==> src/rtl/gmii2fifo_pack.sv <==
// GMII receive byte stream packer: gathers LANES bytes per FIFO word with a byte-valid
// mask, end-of-frame and error flags, optional preamble strip and full-driven frame drop.
module gmii2fifo_pack #(
  parameter int         LANES          = 8,
  parameter logic [3:0] GAP            = 4'h2,
  parameter bit         STRIP_PREAMBLE = 1'b0
) (
  input  logic                 gmii_rx_clk,
  input  logic                 sys_rst_n,
  input  logic                 gmii_rx_dv,
  input  logic                 gmii_rx_er,
  input  logic [7:0]           gmii_rxd,
  output logic [LANES*9+1:0]   din,
  input  logic                 full,
  output logic                 wr_en,
  output logic                 wr_clk,
  output logic [15:0]          frame_count,
  output logic [15:0]          drop_count
);

  localparam int W    = LANES * 9 + 2;
  localparam int DW   = LANES * 8;
  localparam int IDXW = (LANES > 1) ? $clog2(LANES) : 1;
  localparam logic [IDXW-1:0] LAST = IDXW'(LANES - 1);
  localparam logic [7:0] SFD = 8'hD5;

  typedef enum logic [2:0] {
    S_IDLE,
    S_PRE,
    S_RECV,
    S_TERM,
    S_GAP,
    S_DROP
  } state_t;

  localparam state_t POST_EOF = (GAP == 4'd0) ? S_IDLE : S_GAP;

  state_t          state_q, state_d;
  logic [IDXW-1:0] idx_q, idx_d;
  logic [DW-1:0]   data_q, data_d;
  logic [LANES-1:0] mask_q, mask_d;
  logic            err_q, err_d;
  logic [3:0]      gap_q, gap_d;
  logic            infrm_q, infrm_d;
  logic            wait_q, wait_d;
  logic            wr_en_q, wr_en_d;
  logic [W-1:0]    din_q, din_d;
  logic [15:0]     fcnt_q, fcnt_d;
  logic [15:0]     dcnt_q, dcnt_d;

  logic            start, cap, req;
  logic [W-1:0]    req_word;
  logic [DW-1:0]   data_n;
  logic [LANES-1:0] mask_n;

  function automatic logic [W-1:0] pack(input logic eof, input logic err,
                                        input logic [LANES-1:0] m,
                                        input logic [DW-1:0] d);
    return {eof, err, m, d};
  endfunction

  always_comb begin
    state_d  = state_q;
    idx_d    = idx_q;
    data_d   = data_q;
    mask_d   = mask_q;
    err_d    = err_q;
    gap_d    = gap_q;
    infrm_d  = infrm_q;
    wait_d   = wait_q & gmii_rx_dv;
    wr_en_d  = 1'b0;
    din_d    = '0;
    dcnt_d   = dcnt_q;
    start    = 1'b0;
    cap      = 1'b0;
    req      = 1'b0;
    req_word = '0;
    data_n   = data_q;
    mask_n   = mask_q;

    case (state_q)
      S_IDLE: begin
        if (gmii_rx_dv && !wait_q) start = 1'b1;
      end
      S_PRE: begin
        if (!gmii_rx_dv) begin
          state_d = S_IDLE;
        end else begin
          err_d = err_q | gmii_rx_er;
          if (gmii_rxd == SFD) state_d = S_RECV;
        end
      end
      S_RECV: begin
        if (gmii_rx_dv) begin
          err_d = err_q | gmii_rx_er;
          cap   = 1'b1;
        end else if (idx_q != '0) begin
          req      = 1'b1;
          req_word = pack(1'b1, err_q, mask_q, data_q);
          idx_d    = '0;
          gap_d    = GAP;
          state_d  = POST_EOF;
        end else begin
          state_d = S_TERM;
        end
      end
      S_TERM: begin
        req      = 1'b1;
        req_word = pack(1'b1, err_q, '0, '0);
        gap_d    = GAP;
        state_d  = POST_EOF;
      end
      S_GAP: begin
        if (gmii_rx_dv) begin
          start = 1'b1;
        end else if (!full) begin
          wr_en_d = 1'b1;
          if (gap_q <= 4'd1) state_d = S_IDLE;
          else               gap_d   = gap_q - 4'd1;
        end
      end
      S_DROP: begin
        if (gmii_rx_dv) begin
          // A frame starting before the error terminator goes out is lost too.
          if (!infrm_q) begin
            dcnt_d  = dcnt_q + 16'd1;
            infrm_d = 1'b1;
          end
        end else begin
          infrm_d = 1'b0;
          if (!full) begin
            wr_en_d = 1'b1;
            din_d   = pack(1'b1, 1'b1, '0, '0);
            state_d = S_IDLE;
          end
        end
      end
      default: state_d = S_IDLE;
    endcase

    if (start) begin
      err_d = gmii_rx_er;
      idx_d = '0;
      if (STRIP_PREAMBLE) begin
        state_d = S_PRE;
      end else begin
        state_d = S_RECV;
        cap     = 1'b1;
      end
    end

    // Lane 0 opens a fresh word, so stale bytes never leak into a partial word.
    if (cap) begin
      if (idx_q == '0) begin
        data_n = '0;
        mask_n = '0;
      end
      for (int k = 0; k < LANES; k++) begin
        if (idx_q == IDXW'(k)) begin
          data_n[k*8 +: 8] = gmii_rxd;
          mask_n[k]        = 1'b1;
        end
      end
      data_d = data_n;
      mask_d = mask_n;
      if (idx_q == LAST) begin
        idx_d    = '0;
        req      = 1'b1;
        req_word = pack(1'b0, 1'b0, mask_n, data_n);
      end else begin
        idx_d = idx_q + 1'b1;
      end
    end

    if (req) begin
      if (full) begin
        state_d = S_DROP;
        idx_d   = '0;
        infrm_d = gmii_rx_dv;
        dcnt_d  = dcnt_q + 16'd1;
      end else begin
        wr_en_d = 1'b1;
        din_d   = req_word;
      end
    end

    fcnt_d = fcnt_q + ((wr_en_d && din_d[W-1] && !din_d[W-2]) ? 16'd1 : 16'd0);
  end

  always_ff @(posedge gmii_rx_clk) begin
    if (!sys_rst_n) begin
      state_q <= S_IDLE;
      idx_q   <= '0;
      err_q   <= 1'b0;
      gap_q   <= '0;
      infrm_q <= 1'b0;
      wait_q  <= 1'b1;
      wr_en_q <= 1'b0;
      din_q   <= '0;
      fcnt_q  <= '0;
      dcnt_q  <= '0;
    end else begin
      state_q <= state_d;
      idx_q   <= idx_d;
      err_q   <= err_d;
      gap_q   <= gap_d;
      infrm_q <= infrm_d;
      wait_q  <= wait_d;
      wr_en_q <= wr_en_d;
      din_q   <= din_d;
      fcnt_q  <= fcnt_d;
      dcnt_q  <= dcnt_d;
    end
  end

  // Word accumulator is fully rewritten from lane 0 on every frame start.
  always_ff @(posedge gmii_rx_clk) begin
    data_q <= data_d;
    mask_q <= mask_d;
  end

  assign wr_clk      = gmii_rx_clk;
  assign wr_en       = wr_en_q;
  assign din         = din_q;
  assign frame_count = fcnt_q;
  assign drop_count  = dcnt_q;

endmodule

==> config.mk <==
export PLATFORM = sky130hd
export DESIGN_NAME = gmii2fifo_pack
export DESIGN_NICKNAME = d
export VERILOG_FILES = /design/src/rtl/gmii2fifo_pack.sv
export SDC_FILE = /design/constraint.sdc
export NUM_CORES = 1
export LEC_CHECK = 0
export BUFFER_PORTS_ARGS = -buffer_cell sky130_fd_sc_hd__buf_4
export CAP_MARGIN = 10
export CORE_MARGIN = 1.5
export CORE_UTILIZATION = 55
export CTS_BUF_LIST = sky130_fd_sc_hd__clkbuf_8
export DETAILED_ROUTE_END_ITERATION = 8
export GPL_TIMING_DRIVEN = 1
export MAX_ROUTING_LAYER = met4
export PLACE_DENSITY_LB_ADDON = 0.05
export SLEW_MARGIN = 30
export SYNTH_ARGS = -nofsm -noshare
export SYNTH_HDL_FRONTEND = slang
export SYNTH_SLANG_ARGS = --single-unit
==> constraint.sdc <==
create_clock -name gmii_rx_clk -period 9 [get_ports gmii_rx_clk]
set_clock_uncertainty 0.15 [all_clocks]
set_input_delay 0.9 -clock gmii_rx_clk [delete_from_list [all_inputs] [get_ports gmii_rx_clk]]
set_output_delay 0.9 -clock gmii_rx_clk [all_outputs]
set_load 0.01 [all_outputs]
# Word-level counts from Yosys, hierarchy flattened
# Cells that the tools add are included.
# Widths: inputs -> output; s select.
[totals]
regBits = 192
input_bits = 13
output_inout_bits = 108
wordCells = 134
[op_classes]
add_sub_neg = 4
magnitude_cmp = 1
n_eq_ne = 18
muxes = 82
bitwise = 2
n_reduce_logical = 15
[op_table]
columns = ["op", "n"]
rows = [
  ["$mux 74", 9],
  ["$pmux 74 s2", 1],
  ["$mux 16", 5],
  ["$mux 8", 9],
  ["$mux 64", 1],
  ["$mux 3", 20],
  ["$mux 1", 28],
  ["$mux 4", 5],
  ["$eq 3x3->1 const B", 6],
  ["$pmux 3 s6", 1],
  ["$add 16x1->16", 1],
  ["$add 16x1->16 const B", 1],
  ["$eq 3x2->1 const B", 4],
  ["$pmux 4 s3", 1],
  ["$ne 2x2->1 const B", 5],
  ["$eq 8x8->1 const B", 1],
  ["$eq 3x1->1 const B", 2],
  ["$logic_not 3->1", 2],
  ["$reduce_and 6->1", 1],
  ["$reduce_bool 3->1", 2],
  ["$le 4x1->1 const B", 1],
  ["$pmux 1 s2", 2],
  ["$reduce_bool 2->1", 2],
  ["$reduce_or 2->1", 2],
  ["other kinds (7)", 10],
]

# Depth between registers and ports, before layout
# Gate-level depths: netlist of run 1.
[depth]
ltp_word = 12
mapped_depth = 11
depth_no_buf = 11

==> results of run 1 <==
-- power breakdown --
group | switching [mW] | internal [mW]
sequential | 0.0151 | 0.934
clock | 0.312 | 0.335
combinational | 0.0787 | 0.0336
-- synth_stat cells (16+ instances only) --
cell type	number	area, um^2
buf_2	25	125
a22o_1	16	140
a21oi_1	38	190
inv_1	22	82.6
dfxtp_1	120	2400
o21ai_0	37	185
nor2_1	109	409
nand3_1	26	130
nand2_1	103	387
edfxtp_1	72	2160
a22oi_1	70	526
clkbuf_1	25	93.8
-- tightest hold or removal path, cell delays in order, from the launching register on --
cell,delay [ps]
dfxtp_1,330
nand2_1,70
nand2_1,50
-- state kept, by name, summed over array words and instances, names as in the netlist --
| register | cells |
|---|---|
| din | 74 |
| data_q | 64 |
| drop_count | 16 |
| frame_count | 16 |
| mask_q | 8 |
| gap_q | 4 |
| idx_q | 3 |
| state_q | 3 |
| err_q | 1 |
| infrm_q | 1 |
| wait_q | 1 |
| wr_en | 1 |
-- layout make-up --
type / instances / area [um^2] / area share [%]
flip-flops and latches: 192 / 4560 / 48.6
inverters: 22 / 82.6 / 0.879
multi-input cells: 533 / 3070 / 32.7
well taps: 180 / 225 / 2.40
clock inverters: 15 / 193 / 2.05
repair buffers: 127 / 973 / 10.4
clock buffers: 21 / 283 / 3.01
-- how the worst max path moves through the flow --
stage                     slack, ps     end
final                          3090  wr_clk
after global placement         3330  wr_clk
after CTS                      3080  wr_clk
after detailed placement       3330  wr_clk
after global routing           3080  wr_clk
after floorplan                3330  wr_clk
-- stage by stage --
step	hold slack (ps)	setup slack [ps]	total power [mW]	area (um^2)	utilization, %
after floorplan	289	3330	1.05	8000	-
after global placement	308	3330	1.08	8900	63.4
after detailed placement	315	3330	1.09	8900	63.4
after CTS	332	3080	1.72	9370	66.7
final	332	3090	1.71	9390	66.9
after global routing	347	3080	1.76	9390	66.9
-- cell families after synthesis --
kind of cell / after synthesis / synth area share [%]
muxes: 5 / 0.641
AOI/OAI and AO/OA: 191 / 16.1
xor gates and xnor gates: 16 / 1.75
buffers and inverters: 85 / 4.82
and+or+nand+nor: 310 / 17.9
DFF: 192 / 57.0
adders and majority gates: 11 / 1.72
-- routing by layer --
| layer | share of wire (%) | vias to the layer above | track usage [%] |
|---|---|---|---|
| met4 | 2.4 | 0 | 10.5 |
| met5 | 0 | - | - |
| met1 | 44 | 3067 | 35.6 |
| met3 | 7.0 | 38 | 4.95 |
| met2 | 47 | 235 | 37.6 |
| li1 | - | 3041 | - |
==> key figures, run 1 <==
Timing
  – Pins Over Slew Limit: 0
  – Fin. Hold Viols: 0
  – Relative slew slack: 42.7%
  – RSZ-0062 raised after global routing: no
  – Final setup TNS: 0 ps
  – Setup violators final: 0
  – Worst slew pin tran: 859 ps

Hold path
  – Hold path cells: 2
  – Hold worst-path end: wait_q$_SDFF_PN1_
  – Hold Crit Start: wait_q$_SDFF_PN1_
  – Worst min path class: flip-flop to flip-flop

Setup path
  – Slowest CP cell: buf_4
  – Buf/Inv on CP: 3
  – Reg-to-Reg End: frame_count[14]$_SDFF_PN0_
  – Worst r2r src: idx_q[0]$_SDFF_PN0_
  – CP Class: clock port to primary output
  – Worst setup path startpoint: gmii_rx_clk
  – Data required, critical path: 7950 ps
  – Crit path max-delay family: buffers and inverters
  – Crit-path max FO: 2
  – R2R Setup Slk: 5530 ps
  – Crit path depth: 3
  – Crit-path max cell delay: 130 ps
  – Worst path cell trace: clkbuf_8 -> clkbuf_8 -> buf_4
  – CP Launch Type: clock port
  – Reg2Reg Depth: 11
  – Most frequent CP cell: clkbuf_8
  – Data arrival time of the critical path: 4860 ps
  – Worst setup EP type: primary output

Power
  – PD cells: 182 mW/mm^2
  – VDD IR max: 111 uV
  – Static Leakage: 3.48 nW

Synthesis
  – Yosys warns: 0
  – Syn Std Cell Area: 0.00800 mm^2
  – Net Count, Synth: 834
  – Post-Synthesis Cells: 810
  – Post-synth EDFFs: 72
  – Avg Cell Area, Syn: 9.88 um^2
  – Asr flop ratio synth: 0%
  – Distinct cells, synth: 59
  – Top_reg_cell synth: dfxtp_1
  – Seq/Total Area, Yosys: 57.0%
  – Post-synthesis register bit count: 192

Placed design
  – Port bufs: 120
  – HPWL Detailed: 12.0 mm
  – Gpl congestion: 0.820
  – Dpl cells: 1054

Route
  – Vias after detailed routing: 6381
  – Post-route DRC violation count: 0
  – Detailed Route WL: 18.8 mm
  – Via density per instance: 5.85
  – Pre-Repair DR Iteration Count: 6
  – Antenna-violating nets left: 0
  – 1st-iter DRT viols: 635
  – Post-DR wirelength/cell: 17.2 um

Finish
  – Ant diodes: 0
  – Fill cells: 1097
  – Most common cell after layout, fill and taps aside: buf_4
  – Syn-to-layout area delta: 17.4%
  – Highest-count cells in the layout ignoring fill and taps: buf_4, dfxtp_1, nor2_1
  – Share of layout cells above drive strength 1: 19.7%
  – Final nets: 921
  – Fin cells: 1090

Global routing
  – Largest net degree at the start of global routing: 79
  – Antenna violations before repair: 0
  – GRT Resource Usage Total: 25.8%
  – First-pass GRT wire length: 29.5 mm
  – GRT Residual Overflow: 0
  – Vias in the first global route: 5810

Run status
  – Run status: finished, final reports clean

Die
  – Boundary pin count: 121
  – Initial Utilization: 57.0%
  – Die area: 0.0153 mm^2
  – Die width: 124 um
  – Die Span Y: 124 um
  – Rows: 43
  – Core ar.: 0.0140 mm^2

Clocking
  – Resize count post-CTS: 0
  – Worst-path clk slew: 100 ps
  – Worst-Skew Late Latency: 570 ps
  – CTS tree: done
  – Cts hold-fix bufs: 0
  – Number of buffers added for setup after CTS: 0

Job
  – Number of max-cap violations: 0
No activity file was read; power rests on OpenSTA's default activity.
==> run 2: changes to the inputs <==
--- a/config.mk
+++ b/config.mk
@@ -8,7 +8,7 @@
 export BUFFER_PORTS_ARGS = -buffer_cell sky130_fd_sc_hd__buf_4
 export CAP_MARGIN = 10
 export CORE_MARGIN = 1.5
-export CORE_UTILIZATION = 55
+export CORE_UTILIZATION = 53
 export CTS_BUF_LIST = sky130_fd_sc_hd__clkbuf_8
 export DETAILED_ROUTE_END_ITERATION = 8
 export GPL_TIMING_DRIVEN = 1
==> constraint.sdc (replaced) <==
create_clock -name gmii_rx_clk -period 5 [get_ports gmii_rx_clk]
set_clock_uncertainty 0.15 [all_clocks]
set_input_delay 0.5 -clock gmii_rx_clk [delete_from_list [all_inputs] [get_ports gmii_rx_clk]]
set_output_delay 0.5 -clock gmii_rx_clk [all_outputs]
set_load 0.01 [all_outputs]
==> key figures, run 2 (same netlist as run 1, synthesis figures left out) <==
Placed design
  – Port bufs: 120 (unchanged)
  – Dpl cells: 1059 (was 1054)
  – Gpl congestion: 0.837 (was 0.820)
  – Pre-CTS WS: 1720 ps (was 3330 ps)
  – HPWL Detailed: 11.8 mm (was 12.0 mm)

Die
  – Die width: 126 um (was 124 um)
  – Boundary pin count: 121 (unchanged)
  – Core ar.: 0.0146 mm^2 (was 0.0140 mm^2)
  – Die Span Y: 126 um (was 124 um)
  – Rows: 44 (was 43)
  – Initial Utilization: 54.6% (was 57.0%)
  – Die area: 0.0158 mm^2 (was 0.0153 mm^2)

Timing
  – Worst slew pin tran: 843 ps (was 859 ps)
  – Final Worst Setup Slack: 1500 ps (was 3090 ps)
  – Setup violators final: 0 (unchanged)
  – Relative slew slack: 43.8% (was 42.7%)
  – Pins Over Slew Limit: 0 (unchanged)
  – Final setup TNS: 0 ps (unchanged)
  – Fin. Hold Viols: 0 (unchanged)
  – Hold Slack: 46.3 ps (was 332 ps)
  – RSZ-0062 raised after global routing: no (unchanged)

Finish
  – Syn-to-layout area delta: 16.9% (was 17.4%)
  – Fill cells: 1231 (was 1097)
  – Share of the core filled with cells: 63.9% (was 66.9%)
  – Ant diodes: 0 (unchanged)
  – Final nets: 921 (unchanged)
  – Highest-count cells in the layout ignoring fill and taps: buf_4, dfxtp_1, nor2_1 (unchanged)
  – Largest register FFs: 74 (unchanged)
  – Most common cell after layout, fill and taps aside: buf_4 (unchanged)
  – Share of layout cells above drive strength 1: 19.1% (was 19.7%)
  – Fin cells: 1094 (was 1090)

Setup path
  – Reg2Reg Depth: 11 (unchanged)
  – Data required, critical path: 4350 ps (was 7950 ps)
  – CP Launch Type: clock port (unchanged)
  – R2R Setup Slk: 1670 ps (was 5530 ps)
  – Data arrival time of the critical path: 2850 ps (was 4860 ps)
  – CP Class: clock port to primary output (unchanged)
  – Reg-to-Reg End: frame_count[14]$_SDFF_PN0_ (unchanged)
  – Worst setup EP type: primary output (unchanged)
  – Crit-path max FO: 2 (unchanged)
  – Worst r2r src: idx_q[0]$_SDFF_PN0_ (unchanged)

Hold path
  – Worst min path class: input pin to flip-flop (was flip-flop to flip-flop)
  – Hold worst-path end: wait_q$_SDFF_PN1_ (unchanged)
  – Hold path cells: 2 (unchanged)
  – Hold Crit Start: sys_rst_n (was wait_q$_SDFF_PN1_)

Run status
  – Run status: finished with violations (was finished, final reports clean)
  – Violated checks: design-rule violations

Clocking
  – Worst-path clk slew: 80 ps (was 100 ps)
  – Worst-Skew Late Latency: 570 ps (about the same)
  – Cts hold-fix bufs: 0 (unchanged)
  – Number of buffers added for setup after CTS: 0 (unchanged)
  – Resize count post-CTS: 0 (unchanged)
  – CTS tree: done (unchanged)

Job
  – Number of max-cap violations: 0 (unchanged)

Route
  – Vias after detailed routing: 6356 (was 6381)
  – Detailed Route WL: 18.7 mm (was 18.8 mm)
  – 1st-iter DRT viols: 622 (was 635)
  – Post-DR wirelength/cell: 17.1 um (was 17.2 um)
  – Pre-Repair DR Iteration Count: 8 (was 6)
  – Antenna-violating nets left: 0 (unchanged)
  – Post-route DRC violation count: 8 (was 0)
  – Via density per instance: 5.81 (was 5.85)

Global routing
  – Vias in the first global route: 5800 (was 5810)
  – GRT Resource Usage Total: 24.9% (was 25.8%)
  – GRT Residual Overflow: 0 (unchanged)
  – Largest net degree at the start of global routing: 78 (was 79)
  – First-pass GRT wire length: 30.2 mm (was 29.5 mm)
  – Antenna violations before repair: 0 (unchanged)

Power
  – PD cells: 321 mW/mm^2 (was 182 mW/mm^2)
  – VDD IR max: 216 uV (was 111 uV)
  – Static Leakage: 3.48 nW (about the same)
## run 2: changes by cell type in the layout (fill, tap and decap cells not counted), sizes merged
cell      change
clkinv        +3
bufinv        -1
inv           +1
clkbuf        +1
clkinvlp      -4
## run 2: layer usage
metal  GRT usage (%)  share of wire, %  up-vias
li1                -                 -     3035
met1            34.3                44     3029
met2            35.5                46      267
met3            6.75               8.3       25
met4            8.86               1.8        0
met5               -                 0        -
## run 2: cell type report
type                    instances  area [um^2]  share of cell area, %
repair buffers                127          957                   10.2
clock buffers                  22          297                   3.17
clock inverters                14          149                   1.59
inverters                      22         82.6                  0.883
flip-flops and latches        192         4560                   48.8
well taps                     184          230                   2.46
multi-input cells             533         3070                   32.9
## run 2: worst max path at each step
stage	from	to	slack, ps	cells past startpoint
6_report	gmii_rx_clk	wr_clk	1500	3
5_1_grt	idx_q[0]$_SDFF_PN0_	frame_count[14]$_SDFF_PN0_	1270	11
4_1_cts	gmii_rx_clk	wr_clk	1490	3
3_5_place_dp	idx_q[0]$_SDFF_PN0_	frame_count[14]$_SDFF_PN0_	1720	11
3_3_place_gp	gmii_rx_clk	wr_clk	1730	1
2_1_floorplan	gmii_rx_clk	wr_clk	1730	1
## run 2: metrics by stage
step / power, mW / cell area [um^2]
floorplan: 1.89 / 8000
global placement: 1.95 / 8910
detailed placement: 1.96 / 8910
CTS: 3.02 / 9350
global route: 3.12 / 9350
finish: 3.01 / 9350
## run 2: where the power goes
group	total (mW)	internal [mW]	switching [mW]
Sequential	1.71	1.68	0.0275
Clock	1.10	0.559	0.540
Combinational	0.197	0.0577	0.139
## run 2: critical path, cell delays in order
cell and delay [ps]:
clkbuf_8 110, clkbuf_8 120, buf_4 130
==> run 3: changes to the inputs <==
--- a/config.mk
+++ b/config.mk
@@ -8,7 +8,7 @@
 export BUFFER_PORTS_ARGS = -buffer_cell sky130_fd_sc_hd__buf_4
 export CAP_MARGIN = 10
 export CORE_MARGIN = 1.5
-export CORE_UTILIZATION = 53
+export CORE_UTILIZATION = 55
 export CTS_BUF_LIST = sky130_fd_sc_hd__clkbuf_8
 export DETAILED_ROUTE_END_ITERATION = 8
 export GPL_TIMING_DRIVEN = 1
==> constraint.sdc (replaced) <==
create_clock -name gmii_rx_clk -period 3.6 [get_ports gmii_rx_clk]
set_clock_uncertainty 0.15 [all_clocks]
set_input_delay 0.36 -clock gmii_rx_clk [delete_from_list [all_inputs] [get_ports gmii_rx_clk]]
set_output_delay 0.36 -clock gmii_rx_clk [all_outputs]
set_load 0.01 [all_outputs]
==> key figures, run 3 (same netlist as run 1, synthesis figures left out) <==
Clocking
  – CTS tree: done (unchanged)
  – Resize count post-CTS: 0 (unchanged)
  – Worst-path clk slew: 90 ps (was 80 ps)
  – Worst-Skew Late Latency: 580 ps (was 570 ps)

Finish
  – Ant diodes: 0 (unchanged)
  – Fin cells: 1098 (was 1094)
  – Highest-count cells in the layout ignoring fill and taps: buf_4, dfxtp_1, nor2_1 (unchanged)
  – Most common cell after layout, fill and taps aside: buf_4 (unchanged)
  – Largest register FFs: 74 (unchanged)
  – Final nets: 929 (was 921)
  – Fill cells: 1109 (was 1231)
  – Syn-to-layout area delta: 17.5% (was 16.9%)
  – Share of layout cells above drive strength 1: 19.6% (was 19.1%)

Setup path
  – Worst r2r src: idx_q[0]$_SDFF_PN0_ (unchanged)
  – Data required, critical path: 3910 ps (was 4350 ps)
  – Critical Path End: frame_count[14]$_SDFF_PN0_ (was wr_clk)
  – Crit-path max cell delay: 390 ps (was 130 ps)
  – Data arrival time of the critical path: 3500 ps (was 2850 ps)
  – Reg-to-Reg End: frame_count[14]$_SDFF_PN0_ (unchanged)
  – Worst setup EP type: flip-flop (was primary output)
  – Most frequent CP cell: ha_1 (was clkbuf_8)
  – Reg2Reg Depth: 11 (unchanged)
  – CP Class: flip-flop to flip-flop (was clock port to primary output)
  – Worst path cell trace: inv_1 -> ha_1 -> nor3b_2 -> nor4_1 -> nor3b_1 -> ha_1 -> ha_1 -> nand3_1 -> nor4_1 -> xnor2_1 -> nor2_1 (was clkbuf_8 -> clkbuf_8 -> buf_4)
  – Worst setup path startpoint: idx_q[0]$_SDFF_PN0_ (was gmii_rx_clk)
  – Crit-path max FO: 6 (was 2)
  – Slowest CP cell: dfxtp_1 (was buf_4)
  – CP Launch Type: flip-flop (was clock port)
  – R2R Setup Slk: 410 ps (was 1670 ps)

Route
  – Antenna-violating nets left: 0 (unchanged)
  – Post-route DRC violation count: 0 (was 8)
  – Detailed Route WL: 18.6 mm (was 18.7 mm)
  – Via density per instance: 5.78 (was 5.81)
  – Post-DR wirelength/cell: 17.0 um (was 17.1 um)
  – Vias after detailed routing: 6350 (was 6356)
  – Pre-Repair DR Iteration Count: 5 (was 8)
  – 1st-iter DRT viols: 813 (was 622)

Global routing
  – First-pass GRT wire length: 29.8 mm (was 30.2 mm)
  – GRT Resource Usage Total: 26.1% (was 24.9%)
  – GRT Residual Overflow: 0 (unchanged)
  – Antenna violations before repair: 0 (unchanged)
  – Vias in the first global route: 5843 (was 5800)
  – Largest net degree at the start of global routing: 78 (unchanged)

Die
  – Die width: 124 um (was 126 um)
  – Die area: 0.0153 mm^2 (was 0.0158 mm^2)
  – Die Span Y: 124 um (was 126 um)
  – Initial Utilization: 57.0% (was 54.6%)
  – Rows: 43 (was 44)
  – Boundary pin count: 121 (unchanged)
  – Core ar.: 0.0140 mm^2 (was 0.0146 mm^2)

Placed design
  – Dpl cells: 1059 (unchanged)
  – Gpl congestion: 0.817 (was 0.837)
  – Port bufs: 120 (unchanged)
  – HPWL Detailed: 11.8 mm (about the same)
  – Pre-CTS WS: 454 ps (was 1720 ps)

Timing
  – Relative slew slack: 47.1% (was 43.8%)
  – Max Clk Rate: 0.314 GHz
  – Tcrit/Tclk final: 88.5%
  – Setup violators final: 0 (unchanged)
  – Worst slew pin tran: 793 ps (was 843 ps)
  – Final Worst Setup Slack: 413 ps (was 1500 ps)
  – Fin crit period: 3190 ps
  – Pins Over Slew Limit: 0 (unchanged)
  – RSZ-0062 raised after global routing: no (unchanged)
  – Fin. Hold Viols: 0 (unchanged)
  – Final setup TNS: 0 ps (unchanged)

Run status
  – Run status: finished, final reports clean (was finished with violations)

Job
  – Number of max-cap violations: 0 (unchanged)

Hold path
  – Worst min path class: input pin to flip-flop (unchanged)

Power
  – Static Leakage: 3.51 nW (was 3.48 nW)
  – PD cells: 436 mW/mm^2 (was 321 mW/mm^2)
  – VDD IR max: 346 uV (was 216 uV)
## run 3: cell count changes in the layout (fill, tap and decap cells not counted)
cell           previous run  this run
buf_4                   127       130
clkinv_1                  2         1
clkbuf_8                 21        23
inv_4                     0         1
dlygate4sd3_1             0         4
clkinvlp_4                0         1
buf_12                    0         1
inv_1                    26        25
bufinv_16                 3         1
## run 3: final cells by class
cell class | count | area [um^2] | area share (%)
multi-input combinational | 533 | 3070 | 32.7
sequential | 192 | 4560 | 48.5
timing repair buffer | 135 | 1040 | 11.1
inverter | 22 | 82.6 | 0.878
clock inverter | 12 | 95.1 | 1.01
clock buffer | 24 | 324 | 3.45
tap | 180 | 225 | 2.39
## run 3: how the worst min path moves through the flow
stage	cells past startpoint	slack, ps	end	start
finish	3	40	wr_en$_SDFF_PN0_	full
global route	3	30	wr_en$_SDFF_PN0_	full
CTS	3	10	wr_en$_SDFF_PN0_	full
detailed placement	1	300	wr_clk	gmii_rx_clk
global placement	1	300	wr_clk	gmii_rx_clk
floorplan	2	290	wait_q$_SDFF_PN1_	wait_q$_SDFF_PN1_
## run 3: critical path, delay by kind of cell (launching register included)
kind / cells / cell delay [ps]
AND/OR/NAND/NOR: 6 / 1510
flip-flops: 1 / 390
adder cells (fa/ha/maj): 3 / 730
XOR/XNOR: 1 / 180
buffers and inverters: 1 / 110
## run 3: metal layers
metal | part of all wire [%] | track usage (%) | vias to the layer above
li1 | - | - | 3056
met2 | 47 | 38.2 | 251
met5 | 0 | - | -
met1 | 44 | 36.2 | 3016
met4 | 1.7 | 9.70 | 0
met3 | 7.4 | 5.17 | 27
## run 3: timing repair
action | in CTS | in global routing
hold buffers | 4 | 0
endpoints found under the hold margin | 11 | 0
buffers inserted | 0 | 0
setup endpoints to repair | 0 | 0
## run 3: power breakdown
group / leakage (nW) / internal, mW / switching (mW) / total [mW]
sequential: 1.65 / 2.34 / 0.0384 / 2.37
clock: 0.227 / 0.679 / 0.767 / 1.45
combinational: 1.63 / 0.0862 / 0.195 / 0.281
total: 3.51 / 3.10 / 1.00 / 4.10
## run 3: per-stage QoR
| step | power, mW | area (um^2) | utilization (%) | hold WS (ps) |
|---|---|---|---|---|
| 5_1_grt | 4.24 | 9400 | 67.0 | 32.0 |
| 3_3_place_gp | 2.70 | 8950 | 63.7 | 302 |
| 2_1_floorplan | 2.63 | 8000 | - | 289 |
| 6_report | 4.10 | 9400 | 67.0 | 36.0 |
| 4_1_cts | 4.12 | 9400 | 66.9 | 12.3 |
| 3_5_place_dp | 2.72 | 8950 | 63.7 | 302 |
